`src/rtl/dota_pkg.sv`:
```
// Shared types and default configuration for the digital-OTA channel sequencer.
package dota_pkg;

  localparam int DEF_NUM_CH     = 4;
  localparam int DEF_SETTLE_CYC = 3;
  localparam int DEF_VOTE_LEN   = 5;

  // Width of the settle/sample cycle counter and of the ones counter.
  localparam int CNT_W = 4;

  typedef enum logic [2:0] {
    ST_IDLE,
    ST_SELECT,
    ST_SETTLE,
    ST_SAMPLE,
    ST_REPORT
  } state_e;

  // Strict majority: more ones than half of an odd window.
  function automatic logic vote_win(input logic [CNT_W:0] ones,
                                    input int unsigned vote_len);
    return ones > 5'(vote_len >> 1);
  endfunction

endpackage

```
`src/rtl/dota_rr_pick.sv`:
```
// Round-robin channel search: first set mask bit strictly after 'last',
// wrapping NUM_CH-1 -> 0. Purely combinational.
module dota_rr_pick #(
  parameter int NUM_CH = 4
) (
  input  logic [NUM_CH-1:0]         mask,
  input  logic [$clog2(NUM_CH)-1:0] last,
  output logic [$clog2(NUM_CH)-1:0] next,
  output logic                      found
);

  localparam int CH_W = $clog2(NUM_CH);

  logic [CH_W-1:0] cand;

  // Walk from the farthest candidate to the nearest so the nearest set bit wins.
  always_comb begin
    // NOTE: every variable gets a default first so no latch is inferred.
    next = last;
    cand = '0;
    for (int i = NUM_CH; i >= 1; i--) begin
      cand = CH_W'((int'(last) + i) % NUM_CH);
      if (mask[cand]) next = cand;
    end
  end

  assign found = |mask;

endmodule

```
`src/rtl/dota_seq_ctrl.sv`:
```
// Time-multiplexes one digital OTA across NUM_CH input pairs.
// Optional macro DOTA_MAJORITY_EN: VOTE_LEN-sample majority vote instead of a single sample.
module dota_seq_ctrl
  import dota_pkg::*;
#(
  parameter int NUM_CH     = DEF_NUM_CH,
  parameter int SETTLE_CYC = DEF_SETTLE_CYC,
  parameter int VOTE_LEN   = DEF_VOTE_LEN
) (
  input  logic                      clk,
  input  logic                      rst,
  input  logic                      en,
  input  logic [NUM_CH-1:0]         ch_mask,
  input  logic                      ota_out,
  output logic [$clog2(NUM_CH)-1:0] ota_sel,
  output logic                      ota_hold,
  output logic                      res_valid,
  input  logic                      res_ready,
  output logic [$clog2(NUM_CH)-1:0] res_ch,
  output logic                      res_bit,
  output logic                      busy
);

  localparam int CH_W = $clog2(NUM_CH);

`ifdef DOTA_MAJORITY_EN
  localparam int SAMPLE_LEN = VOTE_LEN;
`else
  localparam int SAMPLE_LEN = 1;
`endif

  localparam logic [CNT_W-1:0] SETTLE_LAST = CNT_W'(SETTLE_CYC - 1);
  localparam logic [CNT_W-1:0] SAMPLE_LAST = CNT_W'(SAMPLE_LEN - 1);

  if (NUM_CH < 2 || NUM_CH > 8) begin : g_bad_num_ch
    $error("dota_seq_ctrl: NUM_CH must be in 2..8");
  end
  if (SETTLE_CYC < 1 || SETTLE_CYC > 15) begin : g_bad_settle
    $error("dota_seq_ctrl: SETTLE_CYC must be in 1..15");
  end
  if (VOTE_LEN < 1 || VOTE_LEN > 15) begin : g_bad_vote_range
    $error("dota_seq_ctrl: VOTE_LEN must be in 1..15");
  end
`ifdef DOTA_MAJORITY_EN
  if ((VOTE_LEN % 2) == 0) begin : g_bad_vote_even
    $error("dota_seq_ctrl: VOTE_LEN must be odd");
  end
`endif

  state_e          state_q, state_d;
  logic [CNT_W-1:0] cyc_q;
  logic [CH_W-1:0]  sel_q;
  logic [CH_W-1:0]  last_q;
  logic [CH_W-1:0]  pick_ch;
  logic             pick_found;
  logic             res_bit_q;
  logic             settle_done;
  logic             sample_done;
`ifdef DOTA_MAJORITY_EN
  logic [CNT_W-1:0] ones_q;
`endif

  assign settle_done = (cyc_q == SETTLE_LAST);
  assign sample_done = (cyc_q == SAMPLE_LAST);

  dota_rr_pick #(
    .NUM_CH(NUM_CH)
  ) u_rr_pick (
    .mask (ch_mask),
    .last (last_q),
    .next (pick_ch),
    .found(pick_found)
  );

  // NOTE: sequential state uses non-blocking assignments only.
  always_ff @(posedge clk) begin
    if (rst) state_q <= ST_IDLE;
    else     state_q <= state_d;
  end

  always_comb begin
    state_d = state_q;
    case (state_q)
      ST_IDLE:   if (en && pick_found) state_d = ST_SELECT;
      ST_SELECT: state_d = ST_SETTLE;
      ST_SETTLE: if (settle_done) state_d = ST_SAMPLE;
      ST_SAMPLE: if (sample_done) state_d = ST_REPORT;
      ST_REPORT: if (res_ready) state_d = ST_IDLE;
      default:   state_d = ST_IDLE;
    endcase
  end

  // Channel select, cycle counting and the decision register. en and ch_mask
  // only matter in IDLE, so a running conversion cannot be disturbed by them.
  always_ff @(posedge clk) begin
    if (rst) begin
      cyc_q     <= '0;
      sel_q     <= '0;
      last_q    <= CH_W'(NUM_CH - 1);
      res_bit_q <= 1'b0;
`ifdef DOTA_MAJORITY_EN
      ones_q    <= '0;
`endif
    end else begin
      case (state_q)
        ST_IDLE: begin
          cyc_q <= '0;
`ifdef DOTA_MAJORITY_EN
          ones_q <= '0;
`endif
          if (en && pick_found) sel_q <= pick_ch;
        end
        ST_SETTLE: begin
          cyc_q <= settle_done ? '0 : cyc_q + CNT_W'(1);
        end
        ST_SAMPLE: begin
          cyc_q <= sample_done ? '0 : cyc_q + CNT_W'(1);
`ifdef DOTA_MAJORITY_EN
          ones_q <= ones_q + CNT_W'(ota_out);
          // Include the current cycle's sample in the final vote.
          if (sample_done)
            res_bit_q <= vote_win({1'b0, ones_q} + 5'(ota_out), VOTE_LEN);
`else
          res_bit_q <= ota_out;
`endif
        end
        ST_REPORT: begin
          if (res_ready) last_q <= sel_q;
        end
        default: ;
      endcase
    end
  end

  always_comb begin
    ota_hold  = 1'b0;
    res_valid = 1'b0;
    busy      = 1'b1;
    case (state_q)
      ST_IDLE:   busy      = 1'b0;
      ST_SELECT: ota_hold  = 1'b1;
      ST_REPORT: res_valid = 1'b1;
      default: ;
    endcase
  end

  assign ota_sel = sel_q;
  assign res_ch  = sel_q;
  assign res_bit = res_bit_q;

endmodule

```
`config.mk`:
```
export PLATFORM = sky130hd
export DESIGN_NAME = dota_seq_ctrl
export DESIGN_NICKNAME = d
export VERILOG_FILES = /design/src/rtl/dota_pkg.sv /design/src/rtl/dota_rr_pick.sv /design/src/rtl/dota_seq_ctrl.sv
export SDC_FILE = /design/constraint.sdc
export NUM_CORES = 1
export LEC_CHECK = 0
export CAP_MARGIN = 20
export CORE_MARGIN = 2
export CORE_UTILIZATION = 50
export DETAILED_ROUTE_END_ITERATION = 8
export PLACE_DENSITY = 0.83
export SLEW_MARGIN = 5
export SYNTH_ARGS = -nofsm -noshare
export SYNTH_HDL_FRONTEND = slang
export SYNTH_SLANG_ARGS = --single-unit
```
`constraint.sdc`:
```
create_clock -name clk -period 2.18 [get_ports clk]
set_clock_uncertainty 0.05 [all_clocks]
set_input_delay 0.436 -clock clk [delete_from_list [all_inputs] [get_ports clk]]
set_output_delay 0.436 -clock clk [all_outputs]
set_load 0.05 [all_outputs]
```
-- Yosys cells after proc, flatten, opt, wreduce, memory -nomap -nowiden
Index checks and enable logic that the tools add are counted.
- add/subtract/negate cells: 5
- multipliers: 0
- divide/modulo/power cells: 0
- $lt $le $gt $ge: 4
- equality and inequality tests: 9
- shift-type cells: 0
- muxes and demuxes: 23
- bitwise operators: 0
- reduce and logical (&&, ||, !) cells: 8
- operator list (operator ; number):
    $pmux 3 s5 ; 1
    $lt 2x3->1 const B ; 4
    $mux 3 ; 4
    $pmux 4 s3 ; 1
    $bmux 1 s2 ; 4
    $mux 2 ; 4
    $mux 4 ; 2
    $ne 2x2->1 const B ; 4
    $mux 1 ; 7
    $eq 3x2->1 const B ; 2
    $add 2x1->2 const B ; 2
    $add 2x2->2 const B ; 2
    $add 4x1->4 const B ; 1
    $eq 4x2->1 const B ; 1
    $logic_not 4->1 ; 1
    $reduce_and 2->1 ; 2
    $reduce_and 4->1 ; 1
    $reduce_or 4->1 ; 1
    $eq 3x1->1 const B ; 1
    $eq 3x3->1 const B ; 1
    $logic_not 3->1 ; 1
    $reduce_bool 3->1 ; 1
    $logic_and 1x1->1 ; 1
- flip-flop bits (word level): 12
- bits in latches: 0
- bits in writable memories: 0
- bits in read-only memories: 0
- input port bits: 9
- output and inout port bits: 8
- logic and storage cells: 54
- memories: 0

-- Depth between registers and ports, before layout
- depth after elaboration: 7
- depth in mapped cells: 6
- gate-level depth less buffers: 6

-- Modules after synthesis
From an unflattened synthesis, not the netlist that was laid out.
- cell total of the unflattened synthesis: 85
- area, all modules: 758.2 um2
- by module, submodules not included (module ; instances ; cells each ; area an instance (um2) ; seq. area each (um2)):
    dota_seq_ctrl ; 1 ; 73 ; 671.9 ; 240.2
    dota_rr_pick ; 1 ; 12 ; 86.3 ; 0.0

-- Worst setup path before layout
Ideal clock, no wire load.
- kind: reg-to-output
- start point: register state_q[0]
- end point: output ota_hold
- arrival time: 1.598 ns
- data required time: 1.694 ns
- path slack: 0.096 ns
- cell stages (with the launch flop): 3
- buffers on the path: 1
- path through: dfxtp_1 > buf_6 > nor3b_1
- cells in the longest elaborated chain, start to end: 2
- RTL lines (item ; line ; RTL):
    start, declared ; dota_seq_ctrl.sv:50 ; state_e state_q, state_d;
    start signal, assigned ; dota_seq_ctrl.sv:78 ; else state_q <= state_d;
    $eq 3x1->1 ; dota_seq_ctrl.sv:139 ; case (state_q)
    $mux 1 ; dota_seq_ctrl.sv:139 ;
    end, declared ; dota_seq_ctrl.sv:16 ; output logic ota_hold,
No other way between the ends.

-- Worst setup path in the final report
- start point: register sel_q[0] (netlist: ota_sel[0])
- end point: output ota_sel[0]
- RTL lines (item ; line ; RTL):
    start, declared ; dota_seq_ctrl.sv:52 ; logic [CH_W-1:0] sel_q;
    start signal, assigned ; dota_seq_ctrl.sv:111 ; if (en && pick_found) sel_q <= pick_ch;
    end, declared ; dota_seq_ctrl.sv:15 ; output logic [$clog2(NUM_CH)-1:0] ota_sel,
No word-level cell between the ends.

==> impl_metrics.env <==
export IMPL_start_kind="register"
export IMPL_synth_edf_count=0
export IMPL_avgSynthCellArea_um2=8.32
export IMPL_start_util_pct=53.7
export IMPL_synthCells=85
export IMPL_vias_per_cell=5.53
export IMPL_root_buffer="clkbuf_4"
export IMPL_mostFrequentLayoutCells="clkdlybuf4s50_1 (13), dfxtp_1 (12), nor2_1 (8), inv_1 (7), nand2_1 (7)"
export IMPL_layout_commonest_cell="clkdlybuf4s50_1"
export IMPL_worst_ep_required_time_ns=1.69
export IMPL_cts_path_max_buffers=2
export IMPL_power_density_nw_per_um2=598
export IMPL_place_ws_ns=0.239
export IMPL_cts_setup_buffers=0
export IMPL_async_flop_share_pct=0
export IMPL_n_antenna_cell=0
export IMPL_ys_ff_latch=12
export IMPL_slew_violations=0
export IMPL_die_y_um=41.6
export IMPL_synth_warnings=0
export IMPL_dr_pass1_iters=4
export IMPL_cp_top_family="buffers and inverters"
export IMPL_synth_flop_cell="dfxtp_1"
export IMPL_worst_slew_margin_rel_pct=66.6
export IMPL_outcome="finished, final reports clean"
export IMPL_syn_nets=97
export IMPL_netlist_area_leader_share_pct=34.0
export IMPL_setup_tns_ns=0
export IMPL_cp_arrival_ns=1.48
export IMPL_drt_wirelength_per_cell_um=12.8
export IMPL_critPathMaxFanout=4
export IMPL_period_share_pct=90.3
export IMPL_regArea_um2=240
export IMPL_critical_path_class="reg -> out"
export IMPL_grt_pass1_vias=573
export IMPL_drt_total_wl_um=1480
export IMPL_final_nets=114
export IMPL_grt_usage_pct=18.2
export IMPL_max_freq_mhz=508
export IMPL_multiInputGateArea_um2=398
export IMPL_clkSlewWorstSetupHoldPaths_ns=0.07
export IMPL_hold_buffers=0
export IMPL_grt_max_degree=11
export IMPL_grt_overflow_total=0
export IMPL_grt_pass1_wl_um=2370
export IMPL_highest_layer="met4"
export IMPL_drt_iter0_drc=9
export IMPL_setup_worst_path_end_class="output pin"
export IMPL_rsz0062_at_grt="no"
export IMPL_met2_length_um=699
export IMPL_io_pins=17
export IMPL_cts_sinks=12
export IMPL_gp_congestion=0.808
export IMPL_area_growth_pct=26.7
export IMPL_yosysSeqAreaShare_pct=34.0
export IMPL_synth_area_top_cells="dfxtp_1 (34%), ha_1 (5.3%), nand2b_1 (4.4%)"
export IMPL_worst_r2r_setup_slack_ns=0.70
export IMPL_drv_cap=0
export IMPL_drive_above_1_share_pct=12.9
export IMPL_netlist_area_um2=707
export IMPL_max_stage_delay_ns=0.82
export IMPL_hold_viol_final=0
export IMPL_postRouteAntennaNets=0
export IMPL_met3_wirelength_um=76
export IMPL_hpwl_um=1130
export IMPL_crit_buf_inv=1
export IMPL_portBuffers=16
export IMPL_layout_min_cycle_time_ns=1.97
export IMPL_h_tree_depth=1
export IMPL_min_path_type="reg -> reg"
export IMPL_finalSetupViolations=0
export IMPL_final_fill_count=105
export IMPL_worstPathCellList="clkdlybuf4s50_1"
export IMPL_p_leak_nw=0.376
export IMPL_fin_ws_ns=0.211
export IMPL_die_area_um2=1730
export IMPL_antenna_found_initial=0
export IMPL_wl_met1_um=665
export IMPL_clk_latency_ns=0.28
export IMPL_drc=0
export IMPL_vias=642
export IMPL_yosysTopAreaCell="dfxtp_1"
export IMPL_peakVddDrop_v=0.000581
export IMPL_cts_tree="built"
export IMPL_worstMarginPinSlew_ns=0.500
export IMPL_core_area_um2=1320
export IMPL_num_rows=13
export IMPL_ys_types=32
export IMPL_die_w_um=41.6
export IMPL_cts_buffers=3
export IMPL_crit_path_top_delay_cell="clkdlybuf4s50_1"
export IMPL_cts_resized_gates=0
[metrics by stage]
stage | total power, mW | cell area (um^2) | cells | utilization [%] | hold slack [ns]
floorplan | 0.327 | 707 | 85 | - | 0.424
global placement | 0.361 | 860 | 112 | 65.2 | 0.434
detailed placement | 0.363 | 860 | 112 | 65.2 | 0.441
CTS | 0.541 | 896 | 116 | 68.0 | 0.465
global route | 0.562 | 896 | 116 | 68.0 | 0.502
finish | 0.535 | 896 | 116 | 68.0 | 0.458
[synthesized netlist by cell type (2+ instances only)]
master    instances
nand3_1           2
buf_4             3
nand2b_1          5
dfxtp_1          12
nor3_1            4
nor2_1            8
o21ai_0           4
inv_1             7
a311o_1           2
a31oi_1           2
nor3b_1           2
ha_1              3
a21oi_1           5
nand2_1           7
a21o_1            2
[final timing paths]
kind                    from    endpoint  cells past startpoint
setup / recovery  ota_sel[0]  ota_sel[0]                      1
hold reg to reg     cyc_q[2]    cyc_q[2]                      2
setup reg to reg  state_q[2]   last_q[1]                      4
hold / removal      cyc_q[2]    cyc_q[2]                      2
[final cells by class]
| cell class | count | area share (%) |
|---|---|---|
| multi-input combinational | 60 | 44.4 |
| sequential | 12 | 26.8 |
| timing repair buffer | 17 | 19.3 |
| clock buffer | 4 | 4.05 |
| inverter | 8 | 3.35 |
| tap | 15 | 2.09 |
[metal layers]
| layer | GRT usage, % | vias up |
|---|---|---|
| li1 | - | 328 |
| met1 | 21.9 | 293 |
| met2 | 28.4 | 16 |
| met3 | 4.35 | 5 |
| met4 | 12.3 | 0 |
| met5 | 0 | - |
[power by group]
group	internal, mW	leakage [nW]	switching, mW	total (mW)
Clock	0.102	0.0210	0.0759	0.178
Combinational	0.0491	0.257	0.0677	0.117
Sequential	0.227	0.0975	0.0140	0.241
Total	0.378	0.376	0.158	0.535
[flip-flops by register name (all words and copies together) (netlist names)]
register	cells
ota_sel	2
last_q	2
cyc_q	4
state_q	3
res_bit	1
[logic make-up (layout without fill, tap and decap cells)]
| group | count (synthesis) | count (layout) | share of synthesized area, % |
|---|---|---|---|
| flip-flops | 12 | 12 | 34.0 |
| AO/OA/AOI/OAI | 22 | 22 | 22.1 |
| buffers and inverters | 13 | 29 | 9.73 |
| AND/OR/NAND/NOR | 33 | 33 | 25.8 |
| adder cells (fa/ha/maj) | 3 | 3 | 5.31 |
| multiplexers | 2 | 2 | 3.01 |
Note: power is estimated with default switching activity, not from simulation.
